[src/rtl/tridiag_det_pkg.sv]
// Shared definitions for the tridiagonal determinant sequencer: core register map,
// sequencer states and job sizing.
package tridiag_det_pkg;

  localparam logic [7:0] ADDR_CTRL   = 8'h00;
  localparam logic [7:0] ADDR_STATUS = 8'h01;
  localparam logic [7:0] ADDR_ACK    = 8'h02;
  localparam logic [7:0] ADDR_A_BASE = 8'h10;
  localparam logic [7:0] ADDR_B_BASE = 8'h20;
  localparam logic [7:0] ADDR_C_BASE = 8'h30;
  localparam logic [7:0] ADDR_DET    = 8'h40;

  // Wide enough for the largest job (3*16-2 = 46 words)
  localparam int K_W = 6;

  typedef enum logic [2:0] {
    S_LOAD,
    S_START,
    S_WAIT,
    S_READ,
    S_ACK,
    S_OUT
  } state_t;

  function automatic int total_words(input int n);
    return 3 * n - 2;
  endfunction

endpackage

[src/rtl/tridiag_addr_gen.sv]
// Maps the running coefficient word index onto the core's a/b/c register windows.
module tridiag_addr_gen
  import tridiag_det_pkg::*;
#(
  parameter int N = 16
) (
  input  logic [K_W-1:0] k,
  output logic [7:0]     addr
);

  localparam logic [K_W-1:0] B_START = K_W'(N - 1);
  localparam logic [K_W-1:0] C_START = K_W'(2 * N - 1);

  always_comb begin
    if (k < B_START) begin
      addr = ADDR_A_BASE + 8'(k);
    end else if (k < C_START) begin
      addr = ADDR_B_BASE + 8'(k - B_START);
    end else begin
      addr = ADDR_C_BASE + 8'(k - C_START);
    end
  end

endmodule

[src/rtl/tridiag_det_sequencer.sv]
// Streams coefficients into a tridiag_det_core, runs one job, polls for completion
// and hands the determinant (or a timeout error) to a valid/ready consumer.
module tridiag_det_sequencer
  import tridiag_det_pkg::*;
#(
  parameter int N       = 16,
  parameter int WIDTH   = 16,
  parameter int TIMEOUT = 1024
) (
  input  logic             clk,
  input  logic             rst_n,
  input  logic             in_valid,
  output logic             in_ready,
  input  logic [WIDTH-1:0] in_data,
  output logic             out_valid,
  input  logic             out_ready,
  output logic [31:0]      out_det,
  output logic             out_err,
  output logic             busy,
  output logic             core_we,
  output logic [7:0]       core_address,
  output logic [16:0]      core_wdata,
  input  logic [31:0]      core_rdata
);

  localparam int TW = $clog2(TIMEOUT) + 1;
  localparam logic [K_W-1:0] K_LAST = K_W'(total_words(N) - 1);
  localparam logic [TW-1:0]  T_LAST = TW'(TIMEOUT - 1);

  state_t          state;
  state_t          state_nxt;
  logic [K_W-1:0]  k;
  logic [TW-1:0]   tcnt;
  logic            armed;
  logic            in_hs;
  logic            out_hs;
  logic            done;
  logic            timed_out;
  logic [7:0]      load_addr;

  tridiag_addr_gen #(.N(N)) u_addr_gen (
    .k    (k),
    .addr (load_addr)
  );

  // armed keeps in_ready low while reset is asserted and for the first cycle after
  assign in_ready  = armed && (state == S_LOAD);
  assign out_valid = (state == S_OUT);
  assign in_hs     = in_valid && in_ready;
  assign out_hs    = out_valid && out_ready;
  assign done      = core_rdata[0];
  assign timed_out = !done && (tcnt == T_LAST);
  assign busy      = (state != S_LOAD) || (k != '0);

  always_ff @(posedge clk or negedge rst_n) begin
    if (!rst_n) begin
      state <= S_LOAD;
    end else begin
      state <= state_nxt;
    end
  end

  always_comb begin
    state_nxt = state;
    case (state)
      S_LOAD:  if (in_hs && (k == K_LAST)) state_nxt = S_START;
      S_START: state_nxt = S_WAIT;
      S_WAIT: begin
        if (done) begin
          state_nxt = S_READ;
        end else if (timed_out) begin
          state_nxt = S_OUT;
        end
      end
      S_READ:  state_nxt = S_ACK;
      S_ACK:   state_nxt = S_OUT;
      S_OUT:   if (out_hs) state_nxt = S_LOAD;
      default: state_nxt = S_LOAD;
    endcase
  end

  // Exactly one core bus transaction per cycle; writes only in LOAD, START and ACK
  always_comb begin
    core_we      = 1'b0;
    core_address = ADDR_CTRL;
    core_wdata   = '0;
    case (state)
      S_LOAD: begin
        if (in_hs) begin
          core_we      = 1'b1;
          core_address = load_addr;
          core_wdata   = {{(17 - WIDTH){1'b0}}, in_data};
        end
      end
      S_START: begin
        core_we      = 1'b1;
        core_address = ADDR_CTRL;
        core_wdata   = 17'd1;
      end
      S_WAIT:  core_address = ADDR_STATUS;
      S_READ:  core_address = ADDR_DET;
      S_ACK: begin
        core_we      = 1'b1;
        core_address = ADDR_ACK;
        core_wdata   = '0;
      end
      default: ;
    endcase
  end

  always_ff @(posedge clk or negedge rst_n) begin
    if (!rst_n) begin
      armed   <= 1'b0;
      k       <= '0;
      tcnt    <= '0;
      out_det <= '0;
      out_err <= 1'b0;
    end else begin
      armed <= 1'b1;
      if (in_hs) begin
        k <= (k == K_LAST) ? '0 : k + 1'b1;
      end
      if (state == S_START) begin
        tcnt <= '0;
      end else if ((state == S_WAIT) && !done && !timed_out) begin
        tcnt <= tcnt + 1'b1;
      end
      // A timed-out job never reaches READ, so the error result is latched here
      if ((state == S_WAIT) && timed_out) begin
        out_det <= '0;
        out_err <= 1'b1;
      end else if (state == S_READ) begin
        out_det <= core_rdata;
        out_err <= 1'b0;
      end
    end
  end

endmodule

[config.mk]
export PLATFORM = sky130hd
export DESIGN_NAME = tridiag_det_sequencer
export DESIGN_NICKNAME = d
export VERILOG_FILES = /design/src/rtl/tridiag_det_pkg.sv /design/src/rtl/tridiag_addr_gen.sv /design/src/rtl/tridiag_det_sequencer.sv
export SDC_FILE = /design/constraint.sdc
export NUM_CORES = 1
export LEC_CHECK = 0
export CAP_MARGIN = 30
export CORE_MARGIN = 2
export CORE_UTILIZATION = 44
export CTS_CLUSTER_SIZE = 28
export DETAILED_ROUTE_END_ITERATION = 8
export GPL_TIMING_DRIVEN = 0
export PLACE_DENSITY = 0.8
export REMOVE_ABC_BUFFERS = 1
export SKIP_CTS_REPAIR_TIMING = 1
export SLEW_MARGIN = 20
export SYNTH_ARGS = -nofsm -noshare
export SYNTH_HDL_FRONTEND = slang
export SYNTH_HIERARCHICAL = 1
export SYNTH_SLANG_ARGS = --single-unit
export TNS_END_PERCENT = 1
[constraint.sdc]
create_clock -name clk -period 3.3 [get_ports clk]
set_clock_uncertainty 0.15 [all_clocks]
set_input_delay 0.495 -clock clk [delete_from_list [all_inputs] [get_ports clk]]
set_output_delay 0.495 -clock clk [all_outputs]
set_load 0.03 [all_outputs]
== Word level (Yosys, flattened, before mapping) ==
Cells that the tools add are included.
Cells by class
  $add $sub $neg: 7
  magnitude comparators: 2
  eq/ne operators: 10
  muxes and demuxes: 20
  reduce and logical (&&, ||, !) cells: 18
Operator list (number)
  32-bit 2-to-1 mux: 2
  16-bit one-hot mux with 2 select lines: 1
  8-bit one-hot mux with 4 select lines: 1
  8-bit 2-to-1 mux: 3
  11-bit 2-to-1 mux: 2
  3-bit one-hot mux with 6 select lines: 1
  6-bit by 8-bit adder with 8-bit output (first input constant): 2
  16-bit 2-to-1 mux: 1
  3-bit 2-to-1 mux: 4
  11-bit by 1-bit adder with 11-bit output (second input constant): 1
  11-bit by 10-bit == test with 1-bit output (second input constant): 1
  1-bit logical AND: 8
  5-bit by 6-bit adder with 7-bit output (first input constant): 1
  6-bit by 4-bit subtractor with 7-bit output (second input constant): 1
  6-bit by 5-bit subtractor with 7-bit output (second input constant): 1
  6-bit by 1-bit adder with 6-bit output (second input constant): 1
  3-bit by 2-bit == test with 1-bit output (second input constant): 2
  3-bit == test (second input constant): 2
  6-bit == test (second input constant): 1
  6-bit by 4-bit less-than comparator with 1-bit output (second input constant): 1
  6-bit by 5-bit less-than comparator with 1-bit output (second input constant): 1
  6-bit 2-to-1 mux: 1
  6-bit nonzero test: 1
  2-bit by 1-bit != test with 1-bit output (second input constant): 2
  other kinds (11): 15
Word-level totals
  flip-flop bits (word level): 54
  bits of input ports: 52
  output and inout bits: 62
  logic and storage cells: 63

== Longest topological paths before layout ==
  depth after elaboration: 6
  gate-level depth with buffers: 10

== By module ==
The synthesis kept the hierarchy.
By module, submodules not included
  tridiag_det_sequencer: times used 1, cells an instance 299, area an instance 2663.8 um2, sequential area each 1351.3 um2
  tridiag_addr_gen: times used 1, cells an instance 47, area an instance 345.3 um2, sequential area each 0.0 um2

== Least setup slack after synthesis ==
Ideal clock, no wire load.
  path kind: register to output
  from: register k[0]
  to: output core_address[6]
  arrival time: 2.011 ns
  data required time: 2.655 ns
  setup slack: 0.644 ns
  cell stages (with the launch flop): 11
  buffers on the path: 1
  cell sequence: dfrtp_1 > ha_1 > and3_1 > buf_4 > a21oi_1 > ha_1 > a21oi_1 > o311ai_1 > o21ai_1 > nand2_1 > nand2_1
Between the ends
  cells in the longest elaborated chain, start to end: 6
  elaborated cells on any way between the ends: 11
RTL lines
  start, declared: RTL line tridiag_det_sequencer.sv:32  | logic [K_W-1:0] k;
  start signal, assigned: RTL line tridiag_det_sequencer.sv:121  | k <= (k == K_LAST) ? '0 : k + 1'b1;
  6-bit by 5-bit subtractor with 7-bit output or 6-bit by 4-bit subtractor with 7-bit output (tied branches): RTL line tridiag_addr_gen.sv:20, tridiag_addr_gen.sv:18
  6-bit by 8-bit adder with 8-bit output (on tied branches): RTL line tridiag_addr_gen.sv:20, tridiag_addr_gen.sv:18
  8-bit 2-to-1 mux: RTL line tridiag_addr_gen.sv:17  | end else if (k < C_START) begin
  8-bit 2-to-1 mux *: RTL line tridiag_addr_gen.sv:15  | if (k < B_START) begin
  via load_addr[6]: RTL line tridiag_det_sequencer.sv:39  | logic [7:0] load_addr;
  8-bit 2-to-1 mux *: RTL line tridiag_det_sequencer.sv:89  | if (in_hs) begin
  8-bit one-hot mux with 4 select lines *: RTL line tridiag_det_sequencer.sv:87  | case (state)
  end, declared: RTL line tridiag_det_sequencer.sv:21  | output logic [7:0] core_address,
The timed path passes the listed nets; every way through them passes the cells marked *.

== Worst setup path in the final report ==
  from: register k[2]
  to: output core_address[6]
The elaborated chain is that of the path after synthesis.

==> impl_metrics.csv <==
group,metric,value,unit
clock_network,h-tree-depth,2,
placement,gp_congestion,0.833,
sta,slew_violations,0,
floorplanning,die_y,86.7,um
synth,ys_seq_area_share,44.9,%
route,wl_per_cell,14.1,um
floorplanning,io_pins,114,
setup_path,crit_family,"flip-flops",
global_route,grt_pass1_vias,2715,
route,drc,0,
global_route,antenna_found_initial,0,
clock_network,clockBufferDepth,2,
placement,port_buffers,112,
setup_path,crit_path_end_kind,"output port",
sta,worst_slew_pin_slew,740,ps
pwr,p_sw_share,45.6,%
pwr,p_sw,1.58,mW
final_layout,nets,511,
setup_path,critical_path.startpoint_type,"flip-flop",
final_layout,fillers,555,
route,routed-via-count,2867,
global_route,grt_start_max_net_pins,55,
synth,async_reset_ff_share,100,%
synth,yosysWarnings,6,
pwr,power_frac_seq,33.5,%
setup_path,crit_buf_inv,1,
setup_path,crit_arrival,2440,ps
placement,pre_cts_ws,-143,ps
sta,period_needed,3080,ps
final_layout,drive_gt1_share,6.67,%
pwr,clock_power_share,10.9,%
final_layout,synthToLayoutAreaGrowth,42.5,%
synth,synth_ff_type,"dfrtp_1",
setup_path,reg2reg_to,"out_det[28]$_DFFE_PN0P_",
sta,fin_crit_sh,93.4,%
clock_network,cts_tree,"built",
pwr,intPower,1.89,mW
route,viasPerCell,5.41,
pwr,p_per_area,810,nW/um2
setup_path,crit_path_frequent_cell,"nand2_1",
sta,slew-limit-headroom,50.6,%
final_layout,num_antenna_cells,0,
pwr,pwr-share-comb,55.6,%
pwr,peakVddDrop,0.536,mV
clock_network,cts.sinks,54,
sta,setup_ws,217,ps
setup_path,cp_slowest_stage_delay,550,ps
synth,synth-edff-count,0,
floorplanning,floorplan.die.width,86.7,um
setup_path,r2r_cells,5,
setup_path,crit_fanout,12,
placement,dp_hpwl,5360,um
clock_network,cts_inserted_buffers,5,
route,dr.pass1.iters,4,
placement,dpl-instance-area,4150,um2
synth,postSynthCellCount,346,
final_layout,post-route-util,63.8,%
floorplanning,die_area,7520,um2
route,drt_iter0_drc,93,
global_route,overflow,0,
sta,fmax,324,MHz
setup_path,r2r_setup_slack,820,ps
sta,grt_setup_unrepaired,"no",
floorplanning,num_rows,30,
synth,syn_area,3010,um2
synth,ys_seq_elements,54,
floorplanning,initial_utilization,44.8,%
clock_network,clk_pin_slew,90,ps
pwr,power.total,3.47,mW
clock_network,clock-root-buffer,"clkbuf_8",
setup_path,crit_type,"flip-flop to output port",
route,wl,7460,um
clock_network,clock_latency,300,ps
sta,holdWs,58.2,ps
final_layout,final_area,4290,um2
setup_path,cpMaxStageDelayCell,"dfrtp_1",
sta,setup_viol,0,
setup_path,crit_chain,"and4_1 -> nor2_1 -> xnor2_1 -> ha_1 -> a21oi_1 -> o311ai_1 -> o21ai_1 -> nand2_1 -> nand2_1 -> clkbuf_4",
setup_path,r2r_start,"state[0]$_DFFE_PN0P_",
worst_hold_path,hp-class,"input pin to asynchronous set/reset pin",
route,drtAntennaViolNets,0,
global_route,grt.total_usage,20.4,%
synth,synth_cell_type_count,50,
floorplanning,fp.coreArea,6720,um2
pwr,p_leak,1.88,nW
sta,hold_viol,0,
synth,avgSynthCellArea,8.70,um2
job,drv_cap,0,
setup_path,required,2650,ps
outcome,status,"complete, no violations",
global_route,grt_pass1_wl,12300,um
==> flip-flops by register name (all words and copies together) (netlist names) <==
register	flops
state	3
k	6
out_err	1
tcnt	11
armed	1
out_det	32
==> kinds of logic (layout without fill, tap and decap cells) <==
logic type,count (synthesis),after routing,synth area share [%]
AND/OR/NAND/NOR,158,158,26.3
AO/OA/AOI/OAI,83,83,16.3
flip-flops,54,54,44.9
buffers and inverters,29,133,4.91
adder cells (fa/ha/maj),10,10,4.16
XOR/XNOR,5,5,1.46
multiplexers,5,5,1.75
other,2,2,0.250
==> worst max path at each step <==
stage,start,endpoint,depth (start not counted)
after floorplan,k[4]$_DFFE_PN0P_,core_address[6],10
after global placement,k[4]$_DFFE_PN0P_,core_address[6],11
after detailed placement,k[4]$_DFFE_PN0P_,core_address[6],11
after CTS,k[4]$_DFFE_PN0P_,core_address[6],11
after global routing,k[2]$_DFFE_PN0P_,core_address[6],10
final,k[2]$_DFFE_PN0P_,core_address[6],10
==> layout make-up <==
cell class                      count  area (um2)  area share, %
Sequential cell                    54        1360           31.7
Clock buffer                        7        86.3           2.01
Inverter                           11        48.8           1.14
Clock inverter                      1        5.00          0.117
Multi-Input combinational cell    263        1540           35.8
Timing Repair Buffer              114        1150           26.9
Tap cell                           80         100           2.34
==> synth_stat cells, types with 4 or more instances <==
library cell,number,area [um2]
xnor2_1,5,43.8
and3_1,5,31.3
and2_1,21,131
o211ai_1,4,30.0
ha_1,10,125
a21oi_1,42,210
clkbuf_1,5,18.8
inv_1,9,33.8
nor3_1,8,40.0
buf_2,7,35.0
nand2_1,82,308
nor2_1,7,26.3
nand3_1,11,55.1
nand4_1,5,31.3
o31ai_1,7,52.6
dfrtp_1,54,1350
o21ai_0,15,75.1
==> power groups by stage <==
stage | Combinational, mW | Clock, mW | Sequential, mW
CTS | 1.94 | 0.390 | 1.15
floorplan | 0.780 | 0 | 1.50
global route | 2.10 | 0.414 | 1.21
finish | 1.93 | 0.380 | 1.16
global placement | 1.90 | 0 | 1.14
detailed placement | 1.94 | 0 | 1.16
==> worst reg2reg max path: stages (launching register included) <==
cell	delay (ps)
dfrtp_1	550
or4b_4	590
or2_4	280
nor3_4	480
buf_8	260
a21oi_1	70
==> through the flow <==
stage               std cells  TNS [ps]
floorplan                 328         0
global placement          520     -2220
detailed placement        522      -360
CTS                       530     -6420
global route              530         0
finish                    530         0
==> per-layer routing <==
metal  global-route usage, %  routed length (um)
met5                       0                   0
met4                    5.26                  41
met3                    9.43                 889
met2                    32.6                3350
met1                    24.9                3170
==> cell usage in the layout, fill, tap and decap left out, types with 2 or more instances in the layout <==
cell / n
clkdlybuf4s50_1: 103
nand2_1: 82
dfrtp_1: 49
a21oi_1: 42
and2_1: 21
o21ai_0: 15
nand3_1: 10
inv_1: 9
ha_1: 9
nor3_1: 7
o31ai_1: 7
dlymetal6s2s_1: 7
nor2_1: 6
clkbuf_8: 6
xnor2_1: 5
nand4_1: 5
dfrtp_2: 5
and3_1: 4
o211ai_1: 4
nand2b_1: 3
a21o_1: 3
mux2i_1: 3
o21ai_1: 3
nand3b_1: 2
nor3b_1: 2
or3_1: 2
conb_1: 2
Note: power is estimated with default switching activity, not from simulation.
